$ cat config.mk
export PLATFORM = sky130hd
export DESIGN_NAME = dc_mem_bridge
export DESIGN_NICKNAME = d
export VERILOG_FILES = /design/src/rtl/dc_mem_bridge.sv
export SDC_FILE = /design/constraint.sdc
export NUM_CORES = 1
export LEC_CHECK = 0
export CAP_MARGIN = 20
export CORE_ASPECT_RATIO = 1.5
export CORE_UTILIZATION = 47
export DETAILED_ROUTE_END_ITERATION = 7
export PLACE_DENSITY = 0.88
export SLEW_MARGIN = 20
export SYNTH_ARGS = -nofsm -noshare
export SYNTH_HDL_FRONTEND = slang
export SYNTH_SLANG_ARGS = --single-unit
$ cat constraint.sdc
create_clock -name clock -period 15.5 [get_ports clock]
set_input_delay 2.325 -clock clock [delete_from_list [all_inputs] [get_ports clock]]
set_output_delay 2.325 -clock clock [all_outputs]
set_load 0.01 [all_outputs]
$ cat src/rtl/dc_mem_bridge.sv
// Purpose: turns data-cache tile/DWORD memory requests into a sequence of 32-bit beats on the external bus.
// Latency: zero-wait DWORD gives OK 2 cycles after accept; zero-wait tile gives OK 5 cycles after accept; each bus wait adds 1 cycle.
// Backpressure: memPcOK shows HOLD while beats are in flight. Bus HOLD stalls the current beat. Bus FAULT or a TIMEOUT-cycle stall aborts the transfer with FAULT.
module dc_mem_bridge #(
    parameter int TIMEOUT = 255
) (
    input  logic         clock,
    input  logic         reset,
    input  logic [31:0]  memPcAddr,
    input  logic [127:0] memInData,
    input  logic         memPcOE,
    input  logic         memPcWR,
    input  logic [4:0]   memPcOp,
    output logic [127:0] memPcData,
    output logic [1:0]   memPcOK,
    output logic [31:0]  busAddr,
    output logic [31:0]  busOutData,
    input  logic [31:0]  busInData,
    output logic         busOE,
    output logic         busWR,
    input  logic [1:0]   busOK
);

    localparam logic [1:0] OK_READY = 2'b00;
    localparam logic [1:0] OK_OK    = 2'b01;
    localparam logic [1:0] OK_HOLD  = 2'b10;
    localparam logic [1:0] OK_FAULT = 2'b11;
    localparam logic [7:0] TIMEOUT_CNT = 8'(TIMEOUT);

    typedef enum logic [1:0] {IDLE, BEAT, RESP, TURN} state_t;

    state_t       state, stateNext;
    logic [31:2]  addrQ;
    logic [127:0] dataQ;
    logic         tileQ;
    logic         readQ;
    logic [1:0]   beat;
    logic [7:0]   waitCnt;
    // The first three tile lanes are staged here. memPcData is then written once, on the final beat, so an aborted tile leaves it untouched.
    logic [31:0]  rdLane0, rdLane1, rdLane2;

    logic         reqSeen, reqValid, reqTile;
    logic         beatOk, beatFail, lastBeat;
    logic [1:0]   nextBeat;
    logic         unusedAddrBits;

    // Bus addresses are always DWORD aligned, so the byte offset is not needed.
    assign unusedAddrBits = ^memPcAddr[1:0];

    assign reqSeen  = memPcOE | memPcWR;
    assign reqTile  = (memPcOp == 5'd1);
    assign reqValid = (reqTile || memPcOp == 5'd2) && (memPcOE ^ memPcWR);
    assign beatOk   = (busOK == OK_OK);
    assign beatFail = (busOK == OK_FAULT) || (waitCnt == TIMEOUT_CNT);
    assign lastBeat = !tileQ || (beat == 2'd3);
    assign nextBeat = beat + 2'd1;

    function automatic logic [31:0] beatAddr(input logic [31:2] a, input logic tile, input logic [1:0] b);
        return tile ? {a[31:4], b, 2'b00} : {a, 2'b00};
    endfunction

    function automatic logic [31:0] laneOf(input logic [127:0] d, input logic [1:0] b);
        return d[{b, 5'b00000} +: 32];
    endfunction

    // State register; reset drops the bridge back to IDLE at any point, discarding a partial tile.
    always_ff @(posedge clock or posedge reset) begin
        if (reset) state <= IDLE;
        else       state <= stateNext;
    end

    // Next-state decision for the request/beat/response sequence.
    always_comb begin
        stateNext = state;
        case (state)
            IDLE: if (reqSeen) stateNext = reqValid ? BEAT : RESP;
            BEAT: begin
                if (beatOk) begin
                    if (lastBeat) stateNext = RESP;
                end else if (beatFail) begin
                    stateNext = RESP;
                end
            end
            RESP:    stateNext = TURN;
            TURN:    stateNext = IDLE;
            default: stateNext = IDLE;
        endcase
    end

    // Registered datapath: request latch, beat sequencing, bus strobes, status and read buffer.
    always_ff @(posedge clock or posedge reset) begin
        if (reset) begin
            addrQ      <= '0;
            dataQ      <= '0;
            tileQ      <= 1'b0;
            readQ      <= 1'b0;
            beat       <= 2'd0;
            waitCnt    <= 8'd0;
            rdLane0    <= '0;
            rdLane1    <= '0;
            rdLane2    <= '0;
            memPcData  <= '0;
            memPcOK    <= OK_READY;
            busAddr    <= '0;
            busOutData <= '0;
            busOE      <= 1'b0;
            busWR      <= 1'b0;
        end else begin
            case (state)
                IDLE: begin
                    if (reqSeen) begin
                        addrQ   <= memPcAddr[31:2];
                        dataQ   <= memInData;
                        tileQ   <= reqTile;
                        readQ   <= memPcOE;
                        beat    <= 2'd0;
                        waitCnt <= 8'd0;
                        if (reqValid) begin
                            memPcOK    <= OK_HOLD;
                            busOE      <= memPcOE;
                            busWR      <= memPcWR;
                            busAddr    <= beatAddr(memPcAddr[31:2], reqTile, 2'd0);
                            busOutData <= memInData[31:0];
                        end else begin
                            memPcOK <= OK_FAULT;
                        end
                    end
                end
                BEAT: begin
                    if (beatOk) begin
                        if (readQ) begin
                            if (!tileQ) begin
                                memPcData <= {96'd0, busInData};
                            end else begin
                                case (beat)
                                    2'd0:    rdLane0 <= busInData;
                                    2'd1:    rdLane1 <= busInData;
                                    2'd2:    rdLane2 <= busInData;
                                    default: memPcData <= {busInData, rdLane2, rdLane1, rdLane0};
                                endcase
                            end
                        end
                        beat    <= nextBeat;
                        waitCnt <= 8'd0;
                        if (lastBeat) begin
                            memPcOK <= OK_OK;
                            busOE   <= 1'b0;
                            busWR   <= 1'b0;
                        end else begin
                            busAddr    <= beatAddr(addrQ, tileQ, nextBeat);
                            busOutData <= laneOf(dataQ, nextBeat);
                        end
                    end else if (beatFail) begin
                        memPcOK <= OK_FAULT;
                        busOE   <= 1'b0;
                        busWR   <= 1'b0;
                    end else begin
                        waitCnt <= waitCnt + 8'd1;
                    end
                end
                RESP:    memPcOK <= OK_READY;
                default: memPcOK <= OK_READY;
            endcase
        end
    end

endmodule
==> out/metrics.cfg, run 1 <==
[clocking]
htree_num_levels=2
cts_setup_buffers=0
clockRootBuffer=clkbuf_16
clk_pin_slew_ps=60
cts_sinks=462
post_cts_resized=0
clockBufferDepth=3
clk_latency_ps=550
cts_made_buffers=44
holdBufCountCts=0
cts_tree=built

[global_route]
grt_max_degree=185
grt_overflow=0
track_usage=0.223
grt_pass1_vias=13800
grt_pass1_wl_um=74300
antenna_found_initial=3

[flow_run]
cap_violations=0

[power_and_ir_drop]
p_sw_frac=0.285
p_int_uw=3180
power_leakage_uw=0.0110
power.switching_uw=1270
p_total_uw=4450
pwr-share-clk=0.252
seq_power_share=0.405
vdd_ir_drop_max_v=0.000119
pwr-share-comb=0.343
pwr_density_cell_nw_per_um2=174

[route]
drtIter0Drc=639
routedWlPerCell_um=19.7
first_pass_iters=5
ant_nets=0
viasPerCell=5.31
num_vias=12800
wl_um=47400
drcViolationCount=0

[logic_synthesis]
synth-edff-count=0
yosysUniqueCellTypes=40
async_flop_share=1.00
ys.flop_type=dfrtp_1
yosys.area.top_type=dfrtp_1
yosysMostFrequentCell=dfrtp_1
synth-seq-cells=462
avgSynthCellArea_um2=13.5
synth_seq_area_share=0.585
yosysWarningCount=0
syn_inst=1463
synth_area_um2=19700
netlist_top_cells_area=dfrtp_1, mux2_2, nand2_1
synth_top_cell_area_share=0.585
synth_common_cells=dfrtp_1, mux2_2, nand2_1

[finish]
fill_cells=2983
fin_nets=2033
fin_cells=2414
fin_area_um2=25600
drive_gt1_frac=0.273
syn2layout_area_growth_pct=29.8

[timing]
slew_headroom=0.286
drv_slew=0
post-route-period-util=0.340
setup_viol=0
rsz0062_at_grt=no
finalSetupTns_ps=0
max_freq_mhz=190
fin_crit_ps=5270
tightest_slew_ps=1070
finalHoldViolations=0
clock_skew_ps=12.5

[setup_path]
crit_arrival_ps=5700
crit_fanout=82
start_kind=input port
crit_type=input port to flip-flop
required_ps=15930
end_kind=flip-flop

[place]
globalplace.congestion=0.758
placed_area_um2=24100
dpl.hpwl_um=31900
port_buffers=394
placed_cells=2332

[hold_path]
hold_class=flip-flop to flip-flop

[floorplan]
core_um2=41300
initial_utilization=0.478
die_w_um=169
boundaryPins=399
dieArea_um2=42900
die_y_um=253
rows=91

[outcome]
status=finished, final reports clean

flip-flops by register name, indices dropped and copies added (netlist names), 2 cells and up:
name	cells
addrQ	30
busOutData	32
state	2
busAddr	30
dataQ	128
rdLane0	32
beat	2
rdLane2	32
memPcOK	2
memPcData	128
waitCnt	8
rdLane1	32
area by class of cell:
type | instances | area [um^2] | share of cell area
clock buffer | 64 | 1300 | 0.0506
inverter | 12 | 52.6 | 0.00205
antenna | 2 | 5.00 | 0.000195
sequential | 462 | 11600 | 0.451
tap | 558 | 698 | 0.0272
clock inverter | 16 | 223 | 0.00869
multi-input combinational | 893 | 7730 | 0.302
timing repair buffer | 407 | 4060 | 0.158
logic make-up after synthesis:
kind of cell | count (synthesis) | synth area share
buf+inv | 109 | 0.0259
compound gates | 156 | 0.0421
other cells | 1 | 0.000190
simple gates | 273 | 0.0555
fa+ha+maj | 10 | 0.00634
flops | 462 | 0.585
xor+xnor | 3 | 0.00133
mux | 449 | 0.283
metal layers:
metal | wire length, um | track usage | vias to the layer above
li1 | - | - | 5822
met2 | 25000 | 0.403 | 452
met5 | 17 | 0 | -
met1 | 17700 | 0.251 | 6448
met3 | 3210 | 0.0570 | 96
met4 | 1530 | 0.0801 | 2
layout by cell type (no fill, tap or decap), types with 3 or more instances in the layout:
master,count
clkbuf_1,9
mux2_2,318
a211o_1,3
clkbuf_8,10
nor2_1,6
ha_1,8
xor2_1,3
clkdlybuf4s50_1,394
o21ai_0,135
bufinv_16,5
nand2_2,3
buf_4,11
dfrtp_1,460
nand3_1,4
nand2b_1,3
nand2_1,239
mux2_4,60
inv_1,11
clkinv_2,6
inv_6,3
mux4_2,32
and3_1,3
o31ai_1,4
mux2i_1,39
a21oi_1,5
clkbuf_16,45
power groups by stage:
| stage | clock network (uW) | registers (uW) | logic, uW |
|---|---|---|---|
| after floorplan | 0 | 1820 | 956 |
| after global routing | 1190 | 1840 | 1630 |
| after global placement | 0 | 1790 | 1480 |
| final | 1120 | 1800 | 1530 |
| after detailed placement | 0 | 1820 | 1540 |
| after CTS | 1150 | 1800 | 1550 |
metrics by stage:
stage | utilization | setup WS [ps] | hold slack, ps
6_report | 0.620 | 10230 | 479
5_1_grt | 0.620 | 10070 | 499
4_1_cts | 0.620 | 10260 | 483
3_5_place_dp | 0.583 | 9690 | 470
3_3_place_gp | 0.583 | 9740 | 461
2_1_floorplan | - | 293 | 473
path summary, 6_finish.rpt:
kind / startpoint / to / slack [ps] / cells after the start
setup / recovery: memPcOE / addrQ[9]$_DFFE_PP0P_ / 10230 / 7
hold / removal: memPcData[16]$_DFFE_PP0P_ / memPcData[16]$_DFFE_PP0P_ / 480 / 2
min in group asynchronous: reset / rdLane0[22]$_DFFE_PP0P_ / 2330 / 2
setup reg to reg: beat[0]$_DFFE_PP0P_ / memPcData[93]$_DFFE_PP0P_ / 11770 / 7
max in group asynchronous: reset / busAddr[15]$_DFFE_PP0P_ / 10700 / 4
hold reg to reg: memPcData[16]$_DFFE_PP0P_ / memPcData[16]$_DFFE_PP0P_ / 480 / 2
critical path, cell delays in order:
cell and delay (ps):
clkdlybuf4s50_1 540, inv_1 60, ha_1 250, nor2b_4 210
buf_4 820, buf_4 870, mux2_2 430
Power figures use the tool's default switching activity.
==> run 2: changes to the inputs <==
Clock period 15.5 ns to 4.7 ns, I/O delays scaled along.
==> out/metrics.cfg, run 2 (same netlist as run 1, synthesis figures left out) <==
[clocking]
cts_tree=built
clockBufferDepth=3
cts_made_buffers=43
htree_num_levels=2
clk_latency_ps=550
holdBufCountCts=0
clk_pin_slew_ps=60
post_cts_resized=0
cts_sinks=462
cts_setup_buffers=0
clockRootBuffer=clkbuf_16

[power_and_ir_drop]
vdd_ir_drop_max_v=0.000374
p_total_uw=14600
pwr_density_cell_nw_per_um2=568
power_leakage_uw=0.0111

[timing]
fin_crit_ps=3110
setup_ws_ps=1590
clock_skew_ps=14.6
drv_slew=0
slew_headroom=0.318
finalHoldViolations=0
post-route-period-util=0.661
rsz0062_at_grt=no
tightest_slew_ps=1020
setup_viol=0
max_freq_mhz=322

[route]
num_vias=12900
routedWlPerCell_um=19.9
first_pass_iters=5
wl_um=48200
viasPerCell=5.33
ant_nets=0
drtIter0Drc=688
drcViolationCount=0

[finish]
final_common_cell=dfrtp_1
drive_gt1_frac=0.279
final_cell_mix=dfrtp_1, clkdlybuf4s50_1, mux2_2
syn2layout_area_growth_pct=30.5
fin_cells=2422
fin_area_um2=25800
post-route-util=0.623
top_regs=dataQ: 128 flops, memPcData: 128 flops
fin_nets=2046

[hold_path]
min_path_cells=2
min-delay-start=memPcData[63]$_DFFE_PP0P_
min_to=memPcData[63]$_DFFE_PP0P_
hold_class=flip-flop to flip-flop

[setup_path]
start_kind=flip-flop
required_ps=5130
r2r_end=busAddr[29]$_DFFE_PP0P_
crit_fanout=42
crit_type=flip-flop to flip-flop
crit_arrival_ps=3530
r2r_cells=7
r2r_setup_slack_ps=1590
timing.rr.start=state[0]$_DFFE_PP0P_
end_kind=flip-flop

[place]
placed_cells=2345
dpl.hpwl_um=33000
place_ws_ps=1040
port_buffers=394
globalplace.congestion=0.813
placed_area_um2=24300

[global_route]
track_usage=0.226
grt_pass1_wl_um=75500
antenna_found_initial=2
grt_overflow=0
grt_pass1_vias=14100
grt_max_degree=91

[outcome]
status=finished, final reports clean

[floorplan]
boundaryPins=399
initial_utilization=0.478
core_um2=41300
dieArea_um2=42900
die_w_um=169
rows=91
die_y_um=253

[flow_run]
cap_violations=0

==> run 2: cell count changes in the layout (fill, tap and decap cells not counted), moves of 2 or more <==
| cell | before | now |
|---|---|---|
| clkbuf_16 | 45 | 43 |
| clkbuf_8 | 10 | 14 |
| buf_4 | 11 | 19 |
| buf_12 | 1 | 7 |
| clkbuf_1 | 9 | 4 |
==> run 2: per-layer routing <==
| layer | vias to the layer above | track usage | wire, um | share of wire |
|---|---|---|---|---|
| met5 | - | 0 | 13 | 0.00027 |
| met3 | 97 | 0.0595 | 3460 | 0.072 |
| met4 | 2 | 0.0896 | 1630 | 0.034 |
| met1 | 6532 | 0.247 | 17800 | 0.37 |
| li1 | 5829 | - | - | - |
| met2 | 455 | 0.411 | 25300 | 0.53 |
==> run 2: how the worst max path moves through the flow <==
| stage | startpoint | endpoint | slack [ps] |
|---|---|---|---|
| after floorplan | reset | addrQ[10]$_DFFE_PP0P_ | -2260 |
| after global placement | memPcWR | busAddr[16]$_DFFE_PP0P_ | 1090 |
| after detailed placement | memPcWR | busAddr[9]$_DFFE_PP0P_ | 1040 |
| after CTS | state[0]$_DFFE_PP0P_ | busAddr[29]$_DFFE_PP0P_ | 1580 |
| after global routing | state[0]$_DFFE_PP0P_ | busAddr[29]$_DFFE_PP0P_ | 1470 |
| final | state[0]$_DFFE_PP0P_ | busAddr[29]$_DFFE_PP0P_ | 1590 |
==> run 2: final cells by class <==
class / count / area, um^2
fillers: 2969 / 15600
flip-flops and latches: 462 / 11600
multi-input cells: 893 / 7730
repair buffers: 421 / 4250
clock buffers: 61 / 1280
well taps: 558 / 698
clock inverters: 13 / 180
inverters: 12 / 48.8
diodes: 2 / 5.00
==> run 2: stage by stage <==
step	hold WS [ps]	TNS, ps
6_report	478	0
5_1_grt	499	0
4_1_cts	483	0
3_5_place_dp	470	0
3_3_place_gp	463	0
2_1_floorplan	473	-1043180
==> run 2: power by group <==
group	total (uW)	internal, uW	switching (uW)	leakage, uW
logic	5050	3080	1970	0.00445
registers	5970	5240	729	0.00593
clock network	3610	2120	1490	0.000729
total	14600	10400	4190	0.0111
==> run 2: critical path, stage by stage, from the launching register on <==
cell and delay (ps):
dfrtp_1 420, inv_1 140, ha_1 400, and2_1 240, a211o_1 250, a221o_4 760
buf_4 360, mux2_2 360
